### src/rtl/bip_pkg.sv
`default_nettype none
// ============================================================================
// Module   : bip_pkg
// Brief    : Shared opcode, sel_a and FSM encodings for the BIP processor.
// Revision : 1.0 - initial release
// ============================================================================
package bip_pkg;

  localparam int NB_OPC = 5;

  // Opcode field values (instruction bits [15:11])
  localparam logic [NB_OPC-1:0] OPC_HLT  = 5'b00000;
  localparam logic [NB_OPC-1:0] OPC_STO  = 5'b00001;
  localparam logic [NB_OPC-1:0] OPC_LD   = 5'b00010;
  localparam logic [NB_OPC-1:0] OPC_LDI  = 5'b00011;
  localparam logic [NB_OPC-1:0] OPC_ADD  = 5'b00100;
  localparam logic [NB_OPC-1:0] OPC_ADDI = 5'b00101;
  localparam logic [NB_OPC-1:0] OPC_SUB  = 5'b00110;
  localparam logic [NB_OPC-1:0] OPC_SUBI = 5'b00111;

  // Accumulator source select, shared with the datapath
  localparam logic [1:0] SELA_MEM = 2'b00;
  localparam logic [1:0] SELA_IMM = 2'b01;
  localparam logic [1:0] SELA_ALU = 2'b10;

  // Sequencer states
  typedef enum logic [1:0] {
    ST_IDLE = 2'b00,
    ST_RUN  = 2'b01,
    ST_HALT = 2'b10
  } state_t;

  // Decoded control bundle
  typedef struct packed {
    logic [1:0] sel_a;
    logic       sel_b;
    logic       op_code;
    logic       wr_acc;
    logic       rd_ram;
    logic       wr_ram;
  } ctrl_t;

  localparam ctrl_t CTRL_NONE = '0;

endpackage
`default_nettype wire

### src/rtl/bip_decoder.sv
`default_nettype none
// ============================================================================
// Module   : bip_decoder
// Brief    : Combinational opcode-to-control mapping for the BIP processor.
// Revision : 1.0 - initial release
// ============================================================================
module bip_decoder
  import bip_pkg::*;
(
  input  logic [NB_OPC-1:0] i_opcode,
  output ctrl_t             o_ctrl,
  output logic              o_is_hlt
);

  // Map each opcode to its datapath / data-memory controls; unknown opcodes are NOPs
  always_comb begin
    o_ctrl   = CTRL_NONE;
    o_is_hlt = 1'b0;
    case (i_opcode)
      OPC_HLT: o_is_hlt = 1'b1;
      OPC_STO: o_ctrl.wr_ram = 1'b1;
      OPC_LD: begin
        o_ctrl.rd_ram = 1'b1;
        o_ctrl.wr_acc = 1'b1;
        o_ctrl.sel_a  = SELA_MEM;
      end
      OPC_LDI: begin
        o_ctrl.wr_acc = 1'b1;
        o_ctrl.sel_a  = SELA_IMM;
      end
      OPC_ADD: begin
        o_ctrl.rd_ram  = 1'b1;
        o_ctrl.wr_acc  = 1'b1;
        o_ctrl.sel_a   = SELA_ALU;
        o_ctrl.op_code = 1'b1;
      end
      OPC_ADDI: begin
        o_ctrl.wr_acc  = 1'b1;
        o_ctrl.sel_a   = SELA_ALU;
        o_ctrl.sel_b   = 1'b1;
        o_ctrl.op_code = 1'b1;
      end
      OPC_SUB: begin
        o_ctrl.rd_ram = 1'b1;
        o_ctrl.wr_acc = 1'b1;
        o_ctrl.sel_a  = SELA_ALU;
      end
      OPC_SUBI: begin
        o_ctrl.wr_acc = 1'b1;
        o_ctrl.sel_a  = SELA_ALU;
        o_ctrl.sel_b  = 1'b1;
      end
      default: ;
    endcase
  end

endmodule
`default_nettype wire

### src/rtl/bip_control_unit.sv
`default_nettype none
// ============================================================================
// Module   : bip_control_unit
// Brief    : BIP fetch/decode/sequencing stage: PC, start/halt FSM, decode
//            gating and RUN-cycle counter.
// Revision : 1.0 - initial release
// ============================================================================
module bip_control_unit
  import bip_pkg::*;
#(
  parameter int NB_BITS   = 16,
  parameter int NB_OPCODE = 5,
  parameter int NB_ADDR   = NB_BITS - NB_OPCODE,
  parameter int NB_CNT    = 32,
  parameter int NB_SELA   = 2
) (
  input  logic               i_clk,
  input  logic               i_rst,
  input  logic               i_start,
  input  logic [NB_BITS-1:0] i_instr,
  output logic [NB_ADDR-1:0] o_pc,
  output logic [NB_ADDR-1:0] o_data_ins,
  output logic [NB_SELA-1:0] o_sel_a,
  output logic               o_sel_b,
  output logic               o_op_code,
  output logic               o_wr_acc,
  output logic [NB_ADDR-1:0] o_addr,
  output logic               o_rd_ram,
  output logic               o_wr_ram,
  output logic               o_halt,
  output logic               o_busy,
  output logic [NB_CNT-1:0]  o_cycles
);

  localparam logic [NB_CNT-1:0] c_CNT_MAX = '1;

  state_t             r_state;
  state_t             w_next_state;
  logic [NB_ADDR-1:0] r_pc;
  logic [NB_CNT-1:0]  r_cycles;
  ctrl_t              w_dec;
  logic               w_is_hlt;
  logic               w_run;

  bip_decoder u_decoder (
    .i_opcode (i_instr[NB_BITS-1 -: NB_OPCODE]),
    .o_ctrl   (w_dec),
    .o_is_hlt (w_is_hlt)
  );

  assign w_run = (r_state == ST_RUN);

  // State register; reset drops out of RUN at once so every enable falls immediately
  always_ff @(posedge i_clk or negedge i_rst) begin
    if (!i_rst) r_state <= ST_IDLE;
    else        r_state <= w_next_state;
  end

  // Next state: start leaves IDLE, HLT leaves RUN, HALT only exits through reset
  always_comb begin
    w_next_state = r_state;
    case (r_state)
      ST_IDLE: if (i_start)  w_next_state = ST_RUN;
      ST_RUN:  if (w_is_hlt) w_next_state = ST_HALT;
      default: w_next_state = r_state;
    endcase
  end

  // PC advances (with natural wrap) on every RUN cycle except HLT; counter saturates
  always_ff @(posedge i_clk or negedge i_rst) begin
    if (!i_rst) begin
      r_pc     <= '0;
      r_cycles <= '0;
    end else if (w_run) begin
      if (!w_is_hlt)              r_pc     <= r_pc + 1'b1;
      if (r_cycles != c_CNT_MAX)  r_cycles <= r_cycles + 1'b1;
    end
  end

  // Controls are only live in RUN; operand field passes through unconditionally
  assign o_sel_a    = w_run ? NB_SELA'(w_dec.sel_a) : '0;
  assign o_sel_b    = w_run & w_dec.sel_b;
  assign o_op_code  = w_run & w_dec.op_code;
  assign o_wr_acc   = w_run & w_dec.wr_acc;
  assign o_rd_ram   = w_run & w_dec.rd_ram;
  assign o_wr_ram   = w_run & w_dec.wr_ram;
  assign o_data_ins = i_instr[NB_ADDR-1:0];
  assign o_addr     = i_instr[NB_ADDR-1:0];
  assign o_pc       = r_pc;
  assign o_cycles   = r_cycles;
  assign o_busy     = w_run;
  assign o_halt     = (r_state == ST_HALT);

endmodule
`default_nettype wire

### config.mk
export PLATFORM = sky130hd
export DESIGN_NAME = bip_control_unit
export DESIGN_NICKNAME = d
export VERILOG_FILES = /design/src/rtl/bip_pkg.sv /design/src/rtl/bip_decoder.sv /design/src/rtl/bip_control_unit.sv
export SDC_FILE = /design/constraint.sdc
export NUM_CORES = 1
export LEC_CHECK = 0
export ABC_CLOCK_PERIOD_IN_PS = 1800
export CORE_MARGIN = 2
export CORE_UTILIZATION = 40
export DETAILED_ROUTE_END_ITERATION = 8
export PLACE_DENSITY = 0.77
export SLEW_MARGIN = 20
export SYNTH_ARGS = -nofsm -noshare
export SYNTH_HDL_FRONTEND = slang
export SYNTH_SLANG_ARGS = --single-unit
### constraint.sdc
create_clock -name i_clk -period 1.8 [get_ports i_clk]
set_input_delay 0.18 -clock i_clk [delete_from_list [all_inputs] [get_ports i_clk]]
set_output_delay 0.18 -clock i_clk [all_outputs]
set_load 0.03 [all_outputs]
After elaboration in Yosys (flattened, before gate mapping)
Cells that the tools add are included.
Cells by class
  add/sub/neg operators: 2
  equal/unequal tests: 12
  multiplexer cells: 11
  bitwise gates (word level): 6
  reduce and logical (&&, ||, !) cells: 11
Operators by type and width (count)
  adder 32 x 1 -> 32 bit, second input constant: 1
  != test 32 bit, second input constant: 1
  equality test 5 x 3 -> 1 bit, second input constant: 4
  adder 11 x 1 -> 11 bit, second input constant: 1
  equality test 5 x 2 -> 1 bit, second input constant: 2
  case mux 2 bit (2 select lines): 2
  2-to-1 mux 1 bit: 6
  2-to-1 mux 2 bit: 3
  OR reduction 6 bit: 1
  bitwise AND 1 bit: 5
  equality test 5 x 1 -> 1 bit, second input constant: 1
  logical NOT 5 bit: 1
  != test 2 bit, second input constant: 2
  AND reduction 2 bit: 2
  OR reduction 2 bit: 2
  OR reduction 4 bit: 1
  AND reduction 3 bit: 1
  OR reduction 3 bit: 1
  equality test 2 x 1 -> 1 bit, second input constant: 1
  equality test 2 bit, second input constant: 1
  logical NOT 2 bit: 1
  nonzero test 2 bit: 1
  inverter 1 bit: 1
Word-level totals
  register bits: 45
  bits of input ports: 19
  output and inout bits: 74
  word-level logic and storage cells: 45

Logic depth before layout (Yosys ltp)
  depth in word-level cells: 4
  depth in mapped cells: 8
  depth with buffers taken out: 6

By module
From an unflattened synthesis, not the netlist that was laid out.
Second synthesis, totals
  cells, all modules: 227
  area, all modules: 2468.6 µm²
By module, submodules not included
  bip_control_unit: times used 1, cells each 216, area an instance 2374.8 µm², seq. area each 1126.1 µm²
  bip_decoder: times used 1, cells each 11, area an instance 93.8 µm², seq. area each 0.0 µm²

Worst setup path before layout
Ideal clock, no wire load.
  kind: register -> register
  from: reg r_cycles[5] (netlist: o_cycles[5])
  to: reg r_cycles[27] (netlist: o_cycles[27])
  setup time: 0.135 ns
  arrival: 1.994 ns
  required time: 1.665 ns
  slack: -0.329 ns
  stages on the path, launching flop included: 9
  path buffers: 3
  clock period less this slack: 2.129 ns
  cell sequence: dfrtp_1 > nand4_2 > or3_1 > buf_6 > o31a_1 > buf_6 > buf_6 > nand3_2 > xnor2_1
On the way
  cells in the longest elaborated chain, start to end: 2
  elaborated cells on any way between the ends: 3
  classes of those cells: 1 x add/sub; 1 x eq/ne; 1 x reduce/logical
RTL lines
  start: declaration: line bip_control_unit.sv:40  | logic [NB_CNT-1:0] r_cycles;
  start signal: assignment: line bip_control_unit.sv:76  | if (r_cycles != c_CNT_MAX) r_cycles <= r_cycles + 1'b1;
  branches (longest 2 deep; another with adder 32 x 1 -> 32 bit)
Several ways; the timed one is not identified.
A chain may end at the register's enable or synchronous reset.

Final worst setup path
  from: reg r_cycles[5] (netlist: o_cycles[5])
  to: reg r_cycles[18] (netlist: o_cycles[18])
Same word-level chain as after synthesis.

==> reports/summary.txt <==
cell leakage power - 1.65 nW
Syn Area/Cell - 10.3 µm²
Hold EP - o_addr[10]
most frequent cells in the layout - 51 x buf_4, 48 x clkdlybuf4s50_1, 27 x dfrtp_1, 22 x xnor2_1, 18 x dfrtp_2
fin nets - 356
Die Wd - 82.0 µm
relative slew slack - 0.763
wire per inst - 14.9 µm
Clk pwr share - 0.387
Final Hold Viols - 0
die height - 82.0 µm
Reg-to-Reg End - o_cycles[18]
worst hold path depth - 0
setup ws final - -0.0212 ns
RSZ-0062 raised after global routing - yes
R2R Setup Slk - -0.02 ns
clock latency on the worst-skew pair - 0.30 ns
Fin Hold WS - 0.360 ns
Yosys cell types - 34
CTS Buffer Depth - 2
failing checks - negative setup slack
Finished Layout Cells - 411
ranking of synthesized cells by area - dfrtp_1 46%, xnor2_1 8.6%, buf_4 6.8%
detailed placement HPWL - 4340 µm
WP buf/inv - 2
Setup crit start - o_cycles[5]
core outline area - 5890 µm²
GP Congestion - 0.774
DRC - 0
crit end category - flip-flop
Internal Power - 1.34 mW
gr usage total - 0.179
hold_sp - i_instr[10]
io pins - 93
fin. max-slew vios - 0
grt total ovfl - 0
share of layout cells above drive strength 1 - 0.372
largest net degree at the start of global routing - 46
kind of start point of the critical path - flip-flop
CTS root buffer - clkbuf_8
reg-to-reg startpoint - o_cycles[5]
slowest cell on the critical path - or3_4
Worst path max stage delay - 0.43 ns
Post-DRT Antenna Nets - 0
pwr dens - 472 nW/µm²
Vias - 2072
Mapped Nets - 258
Syn Inst Count - 237
CP arrival - 2.01 ns
# clock sinks - 45
clock tree from TritonCTS - yes
I/O Buffers - 59
fin crit share - 1.01
Max Fclk - 549 MHz
Worst Path Required - 1.99 ns
commonest non-fill, non-tap cell in the layout - buf_4
post-synthesis register bit count - 45
most used cell, CP - buf_6
Slew @ Worst Pin - 0.354 ns
sequential power share - 0.582
Setup CP Type - flip-flop to flip-flop
pre-CTS setup slack - -0.0468 ns
antenna violations before repair - 0
Comb pwr share - 0.032
Ys Warns - 0
row count - 28
Max VDD drop - 0.000257 V
Layout Utilization - 0.625
Initial Utilization - 0.413
r2r worst-path depth - 7
MaxCap Viol Count - 0
switch share - 0.226
diode count - 0
Tot Pwr - 1.74 mW
vias in the first global route - 1987
Die Area - 6720 µm²
# fillers - 488
Yosys top cell by area - dfrtp_1
Layout area overhead - 51.3%
post-synth top area share - 0.463
# H-tree levels - 2
synthesized cell area - 2430 µm²
clk_skew - 0.0111 ns
post-synthesis sequential area ratio - 0.463
via-per-instance ratio - 5.04
drt total wl - 6130 µm
Inserted Clock Buffers - 5
delay-heaviest family, CP - simple AND/OR/NAND/NOR gates
Final setup viols - 4
status - finished, violations left
post-layout minimum cycle time - 1.82 ns
global-route wire length before repair - 9110 µm
dpl cells - 389
clock transition at the registers of the reported paths - 0.09 ns
initial DRC count - 102
Hold Path Class - input port to primary output
crit-path cells - nand4_4 > or3_4 > buf_6 > o31ai_4 > buf_6 > nor4_2 > xor2_1
Net Sw Power - 393 µW
CP Max Fanout - 4
Pre-antenna DRT Iters - 4
[worst max path at each step]
stage,depth (start not counted),to,slack [ns]
CTS,7,o_cycles[7],0.0003
detailed placement,6,o_pc[9],-0.05
global placement,6,o_pc[7],-0.03
floorplan,8,o_cycles[27],-0.10
global route,7,o_cycles[7],-0.1
finish,7,o_cycles[18],-0.02
[flip-flops by register name, indices dropped and copies added (netlist names)]
name      cells
o_pc         11
r_state       2
o_cycles     32
[worst register-to-register path, stage by stage, from the launching register on]
cell	delay (ns)
dfrtp_2	0.40
nand4_4	0.12
or3_4	0.43
buf_6	0.13
o31ai_4	0.26
buf_6	0.17
nor4_2	0.05
xor2_1	0.15
[through the flow]
step	instance area, µm²	setup TNS [ns]
4_1_cts	3450	0
3_5_place_dp	3320	-0.189
6_report	3680	-0.0518
2_1_floorplan	2510	-1.40
3_3_place_gp	3320	-0.0776
5_1_grt	3680	-1.14
[cell usage after synthesis (all sizes together)]
master,instances
or2,1
o311a,1
or3,4
o31a,1
a21oi,3
nand3,16
nand2b,1
and4,4
nand2,18
and3,10
and2,5
nand4,15
nor2b,3
o31ai,2
buf,25
dfrtp,45
xnor2,24
xor2,14
nor3,13
ha,2
inv,6
clkinv,1
a31oi,3
nor4,4
o21a,1
nor2,13
mux2,2
[final cells by class]
cell class | count | area [µm²] | area share
multi-input cells | 160 | 1240 | 0.337
well taps | 75 | 93.8 | 0.0255
repair buffers | 116 | 1070 | 0.292
inverters | 7 | 26.3 | 0.00714
flip-flops and latches | 45 | 1150 | 0.312
clock inverters | 2 | 13.8 | 0.00374
clock buffers | 6 | 82.6 | 0.0224
[power by group through the flow]
stage	clock network [mW]	logic [mW]	registers (mW)
after floorplan	0	0.0935	1.03
after global placement	0	0.0502	1.03
after detailed placement	0	0.0515	1.03
after CTS	0.684	0.0549	1.01
after global routing	0.730	0.0608	1.01
final	0.671	0.0549	1.01
[kinds of logic (layout without fill, tap and decap cells)]
kind of cell             count (synthesis)  count (layout)  synth area share
AO/OA/AOI/OAI                           11              11            0.0391
buffers and inverters                   32             131            0.0926
flip-flops                              45              45             0.463
XOR/XNOR                                38              38             0.137
AND/OR/NAND/NOR                        107             107             0.249
multiplexers                             2               2           0.00926
adder cells (fa/ha/maj)                  2               2            0.0103
[repair_timing]
action,in CTS,in global routing
endpoints found under the setup margin,10,27
gates resized for setup,5,27
buffers inserted,1,12
pin swaps,0,13
hold endpoints to repair,45,0
gates cloned,0,0
hold buffers,1,0
[per-layer routing]
metal	share of wire	track usage	wire length [µm]
met5	0	0	0
met4	0.015	0.0533	90
met3	0.070	0.0527	428
met2	0.49	0.316	3030
met1	0.42	0.207	2580
Power figures use the tool's default switching activity.
